==> config.mk <==
export PLATFORM = sky130hd
export DESIGN_NAME = booth_r4_seq_ctrl
export DESIGN_NICKNAME = d
export VERILOG_FILES = /design/src/rtl/booth_r4_seq_ctrl.sv
export SDC_FILE = /design/constraint.sdc
export NUM_CORES = 1
export LEC_CHECK = 0
export BUFFER_PORTS_ARGS = -buffer_cell sky130_fd_sc_hd__buf_2
export CAP_MARGIN = 20
export CELL_PAD_IN_SITES_DETAIL_PLACEMENT = 0
export CELL_PAD_IN_SITES_GLOBAL_PLACEMENT = 2
export CORE_MARGIN = 2
export CORE_UTILIZATION = 41
export CTS_CLUSTER_DIAMETER = 40
export DETAILED_ROUTE_END_ITERATION = 7
export MAX_ROUTING_LAYER = met4
export PLACE_DENSITY_LB_ADDON = 0.1
export SLEW_MARGIN = 10
export SYNTH_ARGS = -nofsm -noshare
export SYNTH_HDL_FRONTEND = slang
export SYNTH_SLANG_ARGS = --single-unit
export TNS_END_PERCENT = 20
==> constraint.sdc <==
create_clock -name clk -period 10.3 [get_ports clk]
set_input_delay 1.03 -clock clk [delete_from_list [all_inputs] [get_ports clk]]
set_output_delay 1.03 -clock clk [all_outputs]
set_load 0.005 [all_outputs]
==> src/rtl/booth_r4_seq_ctrl.sv <==
// Sequential radix-4 Booth multiplier controller.
//
// Accepts one signed operand pair per start handshake, recodes the multiplier
// two bits per cycle into a {neg, one, two} select code, forms the selected
// partial product (0, +-A, +-2A) and accumulates it, shifted, into a 2N-bit
// signed product over N/2 cycles.
//
// Ports:
//   clk        rising-edge clock
//   rst_n      asynchronous active-low reset
//   i_start    request a multiply (sampled only in idle)
//   i_a        signed multiplicand, captured on the accepting edge
//   i_b        signed multiplier, captured on the accepting edge
//   o_busy     high while the multiply is running
//   o_done     single-cycle pulse when o_product has been updated
//   o_product  signed result register, holds the last completed result
//   o_sel      current Booth select code {neg, one, two}, 000 outside run
module booth_r4_seq_ctrl #(
  parameter int unsigned N = 8
) (
  input  logic           clk,
  input  logic           rst_n,
  input  logic           i_start,
  input  logic [N-1:0]   i_a,
  input  logic [N-1:0]   i_b,
  output logic           o_busy,
  output logic           o_done,
  output logic [2*N-1:0] o_product,
  output logic [2:0]     o_sel
);

  localparam int unsigned PW = N + 2;
  localparam int unsigned RW = 2 * N;
  localparam int unsigned IW = (N > 4) ? $clog2(N / 2) : 1;
  localparam logic [IW-1:0] LastIter = IW'(N / 2 - 1);

  typedef enum logic {StIdle, StRun} state_e;

  state_e          r_state, w_state_d;
  logic [N-1:0]    r_a, w_a_d;
  logic [N:0]      r_b, w_b_d;        // {b, b_-1}
  logic [RW-1:0]   r_acc, w_acc_d;
  logic [IW-1:0]   r_iter, w_iter_d;
  logic [RW-1:0]   r_product, w_product_d;
  logic            r_done, w_done_d;

  logic [N:0]      w_b_sh;
  logic [2:0]      w_trip;
  logic [2:0]      w_sel;
  logic [PW-1:0]   w_a_ext;
  logic [PW-1:0]   w_mag;
  logic [PW-1:0]   w_pp;
  logic [RW-1:0]   w_pp_ext;
  logic [RW-1:0]   w_pp_sh;
  logic [RW-1:0]   w_acc_sum;

  // Triplet {B[2i+1], B[2i], B[2i-1]} sits at bits [2i+2:2i] of r_b because
  // r_b[0] holds the appended b_-1.
  assign w_b_sh = r_b >> {r_iter, 1'b0};
  assign w_trip = w_b_sh[2:0];

  always_comb begin
    w_sel = 3'b000;
    if (r_state == StRun) begin
      unique case (w_trip)
        3'b000, 3'b111: w_sel = 3'b000;
        3'b001, 3'b010: w_sel = 3'b010;
        3'b011:         w_sel = 3'b001;
        3'b100:         w_sel = 3'b101;
        3'b101, 3'b110: w_sel = 3'b110;
        default:        w_sel = 3'b000;
      endcase
    end
  end

  // Two guard bits keep +-2A exact, including -2 * -2^(N-1).
  assign w_a_ext   = {{2{r_a[N-1]}}, r_a};
  assign w_mag     = w_sel[0] ? (w_a_ext << 1) : (w_sel[1] ? w_a_ext : '0);
  assign w_pp      = w_sel[2] ? (-w_mag) : w_mag;
  assign w_pp_ext  = {{(RW - PW){w_pp[PW-1]}}, w_pp};
  assign w_pp_sh   = w_pp_ext << {r_iter, 1'b0};
  assign w_acc_sum = r_acc + w_pp_sh;

  always_comb begin
    w_state_d   = r_state;
    w_a_d       = r_a;
    w_b_d       = r_b;
    w_acc_d     = r_acc;
    w_iter_d    = r_iter;
    w_product_d = r_product;
    w_done_d    = 1'b0;
    unique case (r_state)
      StIdle: begin
        if (i_start) begin
          w_a_d     = i_a;
          w_b_d     = {i_b, 1'b0};
          w_acc_d   = '0;
          w_iter_d  = '0;
          w_state_d = StRun;
        end
      end
      StRun: begin
        w_acc_d  = w_acc_sum;
        w_iter_d = r_iter + 1'b1;
        if (r_iter == LastIter) begin
          w_product_d = w_acc_sum;
          w_done_d    = 1'b1;
          w_state_d   = StIdle;
        end
      end
      default: w_state_d = StIdle;
    endcase
  end

  always_ff @(posedge clk or negedge rst_n) begin
    if (!rst_n) begin
      r_state   <= StIdle;
      r_a       <= '0;
      r_b       <= '0;
      r_acc     <= '0;
      r_iter    <= '0;
      r_product <= '0;
      r_done    <= 1'b0;
    end else begin
      r_state   <= w_state_d;
      r_a       <= w_a_d;
      r_b       <= w_b_d;
      r_acc     <= w_acc_d;
      r_iter    <= w_iter_d;
      r_product <= w_product_d;
      r_done    <= w_done_d;
    end
  end

  assign o_busy    = (r_state == StRun);
  assign o_done    = r_done;
  assign o_product = r_product;
  assign o_sel     = w_sel;

endmodule

Yosys cells after proc, flatten, opt, wreduce, memory -nomap -nowiden
Memory sizes are Yosys's and may differ from the RTL's.
Cells that the tools add are included.
{ "totals": {"register_bits": 52, "latchBits": 0, "mem_bits_rw": 0, "romBits": 24, "in_bits": 19, "output_inout_bits": 21, "word_cells": 31, "n_memories": 1} }
{ "op_classes": {"addsub": 3, "mul": 0, "div_mod_pow": 0, "order_cmp": 0, "n_eq_ne": 2, "n_shift": 2, "mux": 13, "bitwise_logic": 1, "reduce_logical": 2} }
{ "memory_table": {"columns": ["name", "words", "width", "read_ports", "rd_clocked_by_memory_dff", "wr", "line", "source"], "rows": [
  ["(no name shown)", 8, 3, 1, 0, 0, "65", "unique case (w_trip)"]
]} }
{ "op_table": {"columns": ["cell", "count"], "rows": [
  ["$pmux W16 S2", 1],
  ["$mux W10", 3],
  ["$add A16 B16 Y16", 1],
  ["$mux W16", 1],
  ["$shl A16 B3 Y16", 1],
  ["$neg A10 Y10", 1],
  ["$shr A9 B3 Y3", 1],
  ["$mux W1", 4],
  ["$pmux W2 S2", 1],
  ["$reduce_and A2 Y1", 2],
  ["$mux W3", 1],
  ["$add A2 B1 Y2 const B", 1],
  ["$eq A2 B2 Y1 const B", 1],
  ["$mux W2", 1],
  ["$ne A2 B2 Y1 const B", 1],
  ["$pmux W1 S2", 1],
  ["$not A1 Y1", 1]
]} }

Depth between registers and ports, before layout
Gate-level depths: netlist of the first run.
An unclocked memory read counts as a cell.
{ "logic_depth": {"ltp_word": 10, "depth_mapped": 23, "mapped_depth_nobuf": 23} }

Least setup slack after synthesis of the first run
Ideal clock, no wire load.
{ "synth_path": {"path_type": "flip-flop to flip-flop", "start": "reg r_iter[0]", "end": "reg r_acc[15]", "setup_ns": 0.135, "arrival_ns": 5.189, "required_ns": 10.165, "setup_slack_ns": 4.976, "path_stages_with_launch": 23, "path_buffers": 3, "period_less_slack_ns": 5.324, "cell_sequence": "dfrtp_1 -> clkbuf_1 -> mux4_2 -> inv_1 -> ha_1 -> clkbuf_1 -> and2_1 -> clkbuf_1 -> nand3_1 -> ha_1 -> inv_1 -> a31oi_1 -> a221oi_1 -> a211o_1 -> o2bb2ai_1 -> o22ai_1 -> ha_1 -> or4_1 -> o221ai_1 -> a31oi_1 -> a41o_1 -> nor4bb_1 -> o32ai_1"} }
{ "synth_between": {"elab_chain_len": 10} }
{ "synth_lines": {"columns": ["item", "line", "source"], "rows": [
  ["from (decl)", "43", "logic [IW-1:0] r_iter, w_iter_d;"],
  ["from (signal assigned)", "129", "r_iter <= w_iter_d;"],
  ["$shr A9 B3 Y3 *", "59", "assign w_b_sh = r_b >> {r_iter, 1'b0};"],
  ["$mem_v2 Z8 W3 *", null, null],
  ["$mux W3 *", "64", "if (r_state == StRun) begin"],
  ["via o_sel[1]", "29", "output logic [2:0] o_sel"],
  ["$mux W10 * (2 in series)", "78", "assign w_mag = w_sel[0] ? (w_a_ext << 1) : (w_sel[1] ? w_a_ext : '0);"],
  ["$neg A10 Y10", "79", "assign w_pp = w_sel[2] ? (-w_mag) : w_mag;"],
  ["$mux W10 *", "79", null],
  ["$shl A16 B3 Y16 *", "81", "assign w_pp_sh = w_pp_ext << {r_iter, 1'b0};"],
  ["$add A16 B16 Y16 *", "82", "assign w_acc_sum = r_acc + w_pp_sh;"],
  ["$pmux W16 S2 *", "92", "unique case (r_state)"],
  ["to (signal assigned)", "128", "r_acc <= w_acc_d;"],
  ["to (decl)", "42", "logic [RW-1:0] r_acc, w_acc_d;"]
]} }
Mark *: on every way through the listed nets, which the timed path passes. The rest lies on a longest branch.
A chain may end at the register's enable or synchronous reset.

Worst setup path in the final report of the first run
{ "layout_path": {"start": "reg r_iter[1]", "end": "reg r_acc[15]"} }
{ "layout_between": {"elab_chain_len": 10} }
{ "layout_lines": {"columns": ["item", "line"], "rows": [
  ["$shr A9 B3 Y3", "59"],
  ["$mem_v2 Z8 W3", null],
  ["$mux W3", "64"],
  ["$mux W10 (2 in series)", "78"],
  ["$neg A10 Y10", "79"],
  ["$mux W10", "79"],
  ["$shl A16 B3 Y16 *", "81"],
  ["$add A16 B16 Y16 *", "82"],
  ["$pmux W16 S2 *", "92"]
]} }
Every way passes the cells marked *; elsewhere a longest branch is shown, timed or not.

==> results of run 1 <==
-- state kept, by name, indices dropped and copies added (netlist names) --
name	count
o_done	1
o_product	16
o_busy	1
r_acc	16
r_iter	2
r_b	8
r_a	8
-- synth_stat cells, types with 5 or more instances --
| master | instances |
|---|---|
| dfrtp_1 | 52 |
| mux2_2 | 31 |
| nand2_1 | 25 |
| ha_1 | 20 |
| nor2_1 | 19 |
| o21ai_0 | 19 |
| nand3_1 | 18 |
| clkbuf_1 | 15 |
| inv_1 | 15 |
| a21oi_1 | 14 |
| a22o_1 | 12 |
| xnor2_1 | 11 |
| nor3_1 | 10 |
| a31oi_1 | 7 |
| mux2i_1 | 7 |
| o31ai_1 | 7 |
| a21o_1 | 6 |
| a211oi_1 | 5 |
| and3_1 | 5 |
-- critical path, stage by stage, from the launching register on --
cell	delay, ns
dfrtp_1	0.89
mux2i_1	0.39
nand2b_1	0.15
o21a_1	0.17
inv_1	0.07
ha_1	0.27
mux2_4	0.36
nand2_1	0.23
a31oi_1	0.16
ha_1	0.28
inv_1	0.08
a31oi_1	0.04
a221oi_1	0.41
a211o_1	0.19
o2bb2ai_1	0.14
o22ai_1	0.12
ha_1	0.26
or4_1	0.56
o221ai_1	0.27
a31oi_1	0.16
a41o_1	0.28
nor4bb_1	0.35
o32ai_1	0.13
-- how the worst max path moves through the flow --
| stage | start | end | cells after the start |
|---|---|---|---|
| 6_report | r_iter[1]$_DFFE_PN0P_ | r_acc[15]$_DFFE_PN0P_ | 22 |
| 5_1_grt | r_iter[1]$_DFFE_PN0P_ | r_acc[15]$_DFFE_PN0P_ | 22 |
| 3_5_place_dp | r_iter[1]$_DFFE_PN0P_ | r_acc[15]$_DFFE_PN0P_ | 22 |
| 4_1_cts | r_iter[1]$_DFFE_PN0P_ | r_acc[15]$_DFFE_PN0P_ | 22 |
| 2_1_floorplan | r_iter[0]$_DFFE_PN0P_ | r_acc[15]$_DFFE_PN0P_ | 22 |
| 3_3_place_gp | r_iter[1]$_DFFE_PN0P_ | r_acc[15]$_DFFE_PN0P_ | 22 |
-- kinds of logic (layout without fill, tap and decap cells) --
logic type,after synthesis,after routing
AND/OR/NAND/NOR,101,101
adder cells (fa/ha/maj),21,21
multiplexers,44,44
XOR/XNOR,15,15
AO/OA/AOI/OAI,111,111
flip-flops,52,52
buffers and inverters,34,67
-- final cells by class --
class                           instances  area (sq um)  share of cell area
Sequential cell                        52          1300               0.315
Tap cell                              108           135              0.0328
Clock inverter                          1          30.0             0.00728
Multi-Input combinational cell        292          2280               0.552
Inverter                               16          60.1              0.0146
Clock buffer                            7          96.3              0.0234
Timing Repair Buffer                   43           225              0.0546
-- stage by stage --
step,util,setup slack (ns)
2_1_floorplan,-,4.98
3_3_place_gp,0.455,4.42
3_5_place_dp,0.455,4.26
4_1_cts,0.470,4.23
5_1_grt,0.471,3.67
6_report,0.471,4.21
-- per-layer routing --
layer,global-route usage,vias up,part of all wire
met5,-,-,0
met4,0.0400,0,0.0077
met3,0.0239,6,0.031
met2,0.298,61,0.44
met1,0.301,1494,0.52
li1,-,1498,-
-- cell usage in the layout, fill, tap and decap left out, drive strengths merged, types with 3 or more instances in the layout --
| cell type | count |
|---|---|
| nor3 | 10 |
| o21ai | 20 |
| dfrtp | 52 |
| ha | 20 |
| a21o | 6 |
| mux2i | 8 |
| xnor2 | 11 |
| o21a | 4 |
| or2 | 4 |
| and2 | 4 |
| mux2 | 32 |
| a31oi | 7 |
| nand3b | 3 |
| a22o | 12 |
| and3 | 5 |
| xor2 | 4 |
| buf | 43 |
| nand3 | 18 |
| o211ai | 3 |
| clkbuf | 7 |
| a211oi | 5 |
| nand4 | 5 |
| a311oi | 4 |
| nand2 | 25 |
| o31ai | 7 |
| mux4 | 4 |
| inv | 15 |
| a21oi | 14 |
| nor2 | 19 |
==> impl_results.html, run 1 <==
<table>
<tr><th>Metric</th><th>Value</th></tr>
<tr><th colspan="2">Logic synthesis</th></tr>
<tr><td>Dominant synthesized flop cell</td><td>dfrtp_1</td></tr>
<tr><td>Number of enable-type register cells in the synthesized netlist</td><td>0</td></tr>
<tr><td>Top cells by area in the synthesized netlist</td><td>dfrtp_1, mux2_2, ha_1, a22o_1, xnor2_1</td></tr>
<tr><td>Post-synthesis cell count</td><td>378</td></tr>
<tr><td>Post-synthesis sequential area ratio</td><td>0.351</td></tr>
<tr><td>Net count after synthesis</td><td>418</td></tr>
<tr><td>Compound-gate portion of the synthesized area</td><td>0.223</td></tr>
<tr><td>Post-synthesis instance area</td><td>0.00371 sq mm</td></tr>
<tr><td>Area leader, netlist</td><td>dfrtp_1</td></tr>
<tr><td>Avg Inst Size Synth</td><td>9.81 sq um</td></tr>
<tr><td>Post-synthesis share of cell area spent on full adders, half adders and majority gates</td><td>0.0729</td></tr>
<tr><td>Simple-gate share of the synthesized area</td><td>0.137</td></tr>
<tr><td>Async set or reset register ratio after synthesis</td><td>1.00</td></tr>
<tr><td>Mux share of post-synthesis cell area</td><td>0.145</td></tr>
<tr><td>Combinational family with the most area after synthesis</td><td>compound AO/OA/AOI/OAI gates</td></tr>
<tr><td>Total of warnings raised by yosys</td><td>0</td></tr>
<tr><td>Library cells used by synthesis</td><td>67</td></tr>
<tr><td>Post-synthesis xor/xnor area fraction</td><td>0.0354</td></tr>
<tr><td>Share of the synthesized area in the top cell type</td><td>0.351</td></tr>
<tr><td>Synth Register Bits</td><td>52</td></tr>
<tr><th colspan="2">Die</th></tr>
<tr><td>I/O pin total</td><td>40</td></tr>
<tr><td>Height of the chip</td><td>99.1 um</td></tr>
<tr><td>Core outline area</td><td>0.00876 sq mm</td></tr>
<tr><td>Starting density of the core</td><td>0.423</td></tr>
<tr><td>Chip Width</td><td>99.1 um</td></tr>
<tr><td># rows</td><td>34</td></tr>
<tr><td>Area enclosed by the die boundary</td><td>0.00982 sq mm</td></tr>
<tr><th colspan="2">Setup path</th></tr>
<tr><td>Critical Path End Type</td><td>flip-flop</td></tr>
<tr><td>R2r worst-path depth</td><td>22</td></tr>
<tr><td>Worst r2r dst</td><td>r_acc[15]$_DFFE_PN0P_</td></tr>
<tr><td>Crit path DAT</td><td>6.28 ns</td></tr>
<tr><td>Largest fanout of any net on the critical path</td><td>23</td></tr>
<tr><td>Worst Path Required</td><td>10.48 ns</td></tr>
<tr><td>Startpoint-to-endpoint class of the critical path</td><td>reg2reg</td></tr>
<tr><td>Reg2reg start</td><td>r_iter[1]$_DFFE_PN0P_</td></tr>
<tr><td>Startpoint type of the worst setup path</td><td>flip-flop</td></tr>
<tr><td>R2R setup slack</td><td>4.21 ns</td></tr>
<tr><th colspan="2">Placed design</th></tr>
<tr><td>Detailed Place HPWL</td><td>6.69 mm</td></tr>
<tr><td>Count of input and output buffers</td><td>39</td></tr>
<tr><td>Placer's final routability congestion estimate</td><td>0.849</td></tr>
<tr><td>Total cell area at the placement stage</td><td>0.00399 sq mm</td></tr>
<tr><td>Number of cells after detailed placement</td><td>510</td></tr>
<tr><th colspan="2">GRT</th></tr>
<tr><td>Number of antenna violations at the first check in global routing</td><td>0</td></tr>
<tr><td>Number of global-route vias before repair</td><td>2987</td></tr>
<tr><td>Wire length of the first global-routing pass</td><td>15.7 mm</td></tr>
<tr><td>Pin count of the biggest net entering global routing</td><td>53</td></tr>
<tr><td>Overall Global Routing Usage</td><td>0.202</td></tr>
<tr><td>Remaining global-route overflow</td><td>0</td></tr>
<tr><th colspan="2">Finish</th></tr>
<tr><td>Post-layout net count</td><td>450</td></tr>
<tr><td>Area growth from synthesis to layout</td><td>11.3%</td></tr>
<tr><td>Number of filler cells placed in the layout</td><td>857</td></tr>
<tr><td>Finished Cell Area</td><td>0.00413 sq mm</td></tr>
<tr><td>Final Instance Count excl. Fillers</td><td>519</td></tr>
<tr><td>Number of antenna repair diodes</td><td>0</td></tr>
<tr><td>Layout cell share with drive strength beyond 1</td><td>0.246</td></tr>
<tr><th colspan="2">Clock network</th></tr>
<tr><td>Post-cts repair resize count</td><td>0</td></tr>
<tr><td>Deepest clock path buffer count</td><td>2</td></tr>
<tr><td>Clock-pin slew on the worst setup and hold paths</td><td>0.10 ns</td></tr>
<tr><td>Setup fix buffers added after clock tree synthesis</td><td>0</td></tr>
<tr><td>Clk root buf</td><td>clkbuf_8</td></tr>
<tr><td>Hold buffers post-CTS</td><td>0</td></tr>
<tr><td>Sinks on the clock net</td><td>52</td></tr>
<tr><td>Clk Latency, worst-skew pair</td><td>0.31 ns</td></tr>
<tr><td>Inserted Clock Buffers</td><td>5</td></tr>
<tr><td>CTS H-tree lvls</td><td>2</td></tr>
<tr><td>Clock tree from TritonCTS</td><td>built</td></tr>
<tr><th colspan="2">Timing</th></tr>
<tr><td>Highest clock frequency the design can meet</td><td>164 MHz</td></tr>
<tr><td>Finish-stage setup viols</td><td>0</td></tr>
<tr><td>Sum of negative setup slack</td><td>0 ns</td></tr>
<tr><td>RSZ-0062 raised after global routing</td><td>no</td></tr>
<tr><td>Clock skew</td><td>0.00641 ns</td></tr>
<tr><td>Slew at the pin closest to its max-slew limit</td><td>0.913 ns</td></tr>
<tr><td>Tmin final</td><td>6.09 ns</td></tr>
<tr><td>Number of pins exceeding their max-slew limit in the final report</td><td>0</td></tr>
<tr><td>Relative slew margins</td><td>0.392</td></tr>
<tr><td>Final hold viol count</td><td>0</td></tr>
<tr><td>Share of the clock period used by the worst path</td><td>0.592</td></tr>
<tr><td>Final hold slack</td><td>0.489 ns</td></tr>
<tr><th colspan="2">Min path</th></tr>
<tr><td>Worst Hold Class</td><td>reg2reg</td></tr>
<tr><td>Min-delay src</td><td>o_product[2]$_DFFE_PN0P_</td></tr>
<tr><td>Worst hold path depth</td><td>2</td></tr>
<tr><td>Worst min-delay path endpoint</td><td>o_product[2]$_DFFE_PN0P_</td></tr>
<tr><th colspan="2">Drt</th></tr>
<tr><td>Mean number of vias per cell</td><td>5.89</td></tr>
<tr><td>Remaining routing DRC violations</td><td>0</td></tr>
<tr><td>Overall via count from detail_route</td><td>3059</td></tr>
<tr><td>Detailed-router iteration count before antenna repair</td><td>4</td></tr>
<tr><td>Post-detailed-routing wire length</td><td>9.10 mm</td></tr>
<tr><td>Antenna violation net count after detailed routing</td><td>0</td></tr>
<tr><td>Initial DRC count</td><td>130</td></tr>
<tr><td>Per-cell routed wire length</td><td>17.5 um</td></tr>
<tr><th colspan="2">Outcome</th></tr>
<tr><td>Status</td><td>finished, final reports clean</td></tr>
<tr><th colspan="2">Flow run</th></tr>
<tr><td>Max_cap viols</td><td>0</td></tr>
</table>
Power of run 1 is not shown: default switching activity piles up to over one toggle a cycle in this logic, so the estimate is an artifact.
==> run 2, diff against run 1 <==
--- a/config.mk
+++ b/config.mk
@@ -10,7 +10,7 @@
 export CELL_PAD_IN_SITES_DETAIL_PLACEMENT = 0
 export CELL_PAD_IN_SITES_GLOBAL_PLACEMENT = 2
 export CORE_MARGIN = 2
-export CORE_UTILIZATION = 41
+export CORE_UTILIZATION = 38
 export CTS_CLUSTER_DIAMETER = 40
 export DETAILED_ROUTE_END_ITERATION = 7
 export MAX_ROUTING_LAYER = met4
==> constraint.sdc (replaced) <==
create_clock -name clk -period 5.91 [get_ports clk]
set_input_delay 0.591 -clock clk [delete_from_list [all_inputs] [get_ports clk]]
set_output_delay 0.591 -clock clk [all_outputs]
set_load 0.005 [all_outputs]
==> impl_results.html, run 2 (synthesized netlist as in run 1, its figures left out) <==
<table>
<tr><th>Metric</th><th>Value</th></tr>
<tr><th colspan="2">Outcome</th></tr>
<tr><td>Status</td><td>finished, final reports clean</td></tr>
<tr><th colspan="2">Timing</th></tr>
<tr><td>Highest clock frequency the design can meet</td><td>185 MHz</td></tr>
<tr><td>Finish-stage setup viols</td><td>0</td></tr>
<tr><td>Tmin final</td><td>5.41 ns</td></tr>
<tr><td>Relative slew margins</td><td>0.541</td></tr>
<tr><td>Final hold viol count</td><td>0</td></tr>
<tr><td>Slew at the pin closest to its max-slew limit</td><td>0.688 ns</td></tr>
<tr><td>Share of the clock period used by the worst path</td><td>0.916</td></tr>
<tr><td>Clock skew</td><td>0.00533 ns</td></tr>
<tr><td>RSZ-0062 raised after global routing</td><td>no</td></tr>
<tr><td>Sum of negative setup slack</td><td>0 ns</td></tr>
<tr><td>Number of pins exceeding their max-slew limit in the final report</td><td>0</td></tr>
<tr><th colspan="2">Setup path</th></tr>
<tr><td>Startpoint-to-endpoint class of the critical path</td><td>reg2reg</td></tr>
<tr><td>Critical Path End Type</td><td>flip-flop</td></tr>
<tr><td>Worst Path Required</td><td>6.09 ns</td></tr>
<tr><td>Standard cell with the maximum stage delay on the critical path</td><td>mux4_2</td></tr>
<tr><td>Largest fanout of any net on the critical path</td><td>13</td></tr>
<tr><td>Startpoint type of the worst setup path</td><td>flip-flop</td></tr>
<tr><td>Largest stage delay on the critical path</td><td>0.56 ns</td></tr>
<tr><td>Cell-by-cell trace of the critical path</td><td>mux4_2, ha_1, mux2_4, nand2_1, a31oi_1, ha_1, inv_1, a31oi_1, a221oi_1, a211o_1, o2bb2ai_1, o22ai_1, ha_1, or4_1, o221ai_1, a31oi_1, a41o_1, nor4bb_1, o32ai_1</td></tr>
<tr><td>Crit path DAT</td><td>5.59 ns</td></tr>
<tr><td>R2r worst-path depth</td><td>19</td></tr>
<tr><th colspan="2">Clock network</th></tr>
<tr><td>Setup fix buffers added after clock tree synthesis</td><td>0</td></tr>
<tr><td>Inserted Clock Buffers</td><td>5</td></tr>
<tr><td>Deepest clock path buffer count</td><td>2</td></tr>
<tr><td>Sinks on the clock net</td><td>52</td></tr>
<tr><td>Clock tree from TritonCTS</td><td>built</td></tr>
<tr><td>Clock-pin slew on the worst setup and hold paths</td><td>0.10 ns</td></tr>
<tr><td>Clk Latency, worst-skew pair</td><td>0.31 ns</td></tr>
<tr><td>CTS H-tree lvls</td><td>2</td></tr>
<tr><td>Clk root buf</td><td>clkbuf_8</td></tr>
<tr><th colspan="2">GRT</th></tr>
<tr><td>Pin count of the biggest net entering global routing</td><td>53</td></tr>
<tr><td>Remaining global-route overflow</td><td>0</td></tr>
<tr><td>Overall Global Routing Usage</td><td>0.193</td></tr>
<tr><td>Wire length of the first global-routing pass</td><td>15.4 mm</td></tr>
<tr><td>Number of global-route vias before repair</td><td>3000</td></tr>
<tr><td>Number of antenna violations at the first check in global routing</td><td>0</td></tr>
<tr><th colspan="2">Min path</th></tr>
<tr><td>Worst Hold Class</td><td>in2async</td></tr>
<tr><th colspan="2">Drt</th></tr>
<tr><td>Mean number of vias per cell</td><td>5.58</td></tr>
<tr><td>Initial DRC count</td><td>128</td></tr>
<tr><td>Remaining routing DRC violations</td><td>0</td></tr>
<tr><td>Per-cell routed wire length</td><td>17.0 um</td></tr>
<tr><td>Post-detailed-routing wire length</td><td>9.29 mm</td></tr>
<tr><td>Detailed-router iteration count before antenna repair</td><td>4</td></tr>
<tr><td>Antenna violation net count after detailed routing</td><td>0</td></tr>
<tr><td>Overall via count from detail_route</td><td>3060</td></tr>
<tr><th colspan="2">Die</th></tr>
<tr><td>Area enclosed by the die boundary</td><td>0.0106 sq mm</td></tr>
<tr><td>Height of the chip</td><td>103 um</td></tr>
<tr><td>Starting density of the core</td><td>0.385</td></tr>
<tr><td># rows</td><td>36</td></tr>
<tr><td>I/O pin total</td><td>40</td></tr>
<tr><td>Chip Width</td><td>103 um</td></tr>
<tr><td>Core outline area</td><td>0.00964 sq mm</td></tr>
<tr><th colspan="2">Finish</th></tr>
<tr><td>Leading cell type in the layout, fill and taps excluded</td><td>dfrtp_1</td></tr>
<tr><td>Layout cell share with drive strength beyond 1</td><td>0.255</td></tr>
<tr><td>Area growth from synthesis to layout</td><td>12.1%</td></tr>
<tr><td>Post-layout net count</td><td>454</td></tr>
<tr><td>Number of filler cells placed in the layout</td><td>991</td></tr>
<tr><td>Number of antenna repair diodes</td><td>0</td></tr>
<tr><td>Most frequent cells in the layout</td><td>dfrtp_1, buf_2, mux2_2</td></tr>
<tr><th colspan="2">Flow run</th></tr>
<tr><td>Max_cap viols</td><td>0</td></tr>
<tr><th colspan="2">Placed design</th></tr>
<tr><td>Detailed Place HPWL</td><td>7.07 mm</td></tr>
<tr><td>Placer's final routability congestion estimate</td><td>0.839</td></tr>
<tr><td>Count of input and output buffers</td><td>39</td></tr>
</table>
## run 2: cell count changes in the layout (fill, tap and decap cells not counted), sizes merged
| cell | delta |
|---|---|
| clkinvlp | +1 |
| buf | +4 |
| bufinv | -1 |
## run 2: final timing paths
kind | start | slack, ns | endpoint
max | r_iter[0]$_DFFE_PN0P_ | 0.50 | r_acc[15]$_DFFE_PN0P_
min | rst_n | 0.40 | r_a[0]$_DFFE_PN0P_
max reg2reg | r_iter[0]$_DFFE_PN0P_ | 0.50 | r_acc[15]$_DFFE_PN0P_
min reg2reg | o_product[4]$_DFFE_PN0P_ | 0.50 | o_product[4]$_DFFE_PN0P_
max in group asynchronous | rst_n | 5.03 | r_iter[0]$_DFFE_PN0P_
min in group clk | i_a[7] | 0.49 | r_a[7]$_DFFE_PN0P_
## run 2: per-layer routing
metal	up-vias	GRT usage	routed length, um
met5	-	-	0
li1	1508	-	-
met3	10	0.0271	438
met1	1478	0.274	4530
met2	64	0.297	4230
met4	0	0.0395	96
## run 2: layout make-up
cell class,count,area (sq um),area share
clock buffer,7,86.3,0.0208
clock inverter,1,7.51,0.00181
tap,133,166,0.0400
sequential,52,1300,0.313
timing repair buffer,47,255,0.0614
inverter,16,60.1,0.0144
multi-input combinational,292,2280,0.548
## run 2: through the flow
| step | util | cell area (sq um) | hold slack, ns | worst slack (ns) | cells |
|---|---|---|---|---|---|
| 2_1_floorplan | - | 3710 | 0.295 | 0.586 | 378 |
| 3_3_place_gp | 0.421 | 4060 | 0.461 | 0.543 | 540 |
| 3_5_place_dp | 0.421 | 4060 | 0.474 | 0.389 | 540 |
| 4_1_cts | 0.431 | 4150 | 0.428 | 0.374 | 548 |
| 5_1_grt | 0.431 | 4160 | 0.459 | 0.0964 | 548 |
| 6_report | 0.431 | 4160 | 0.399 | 0.498 | 548 |
## run 2: what timing repair did
item | CTS | global route
endpoints found under the setup margin | 0 | 2
gates resized for setup | 0 | 1
hold buffers | 0 | 0
## run 2: critical path, delay by kind of cell (launching register included)
kind	cells	cell delay (ns)
mux	2	0.93
fa+ha+maj	3	0.79
compound gates	10	1.85
buf+inv	1	0.07
flops	1	0.50
simple gates	3	1.13
Power of run 2 is left out for the same reason.
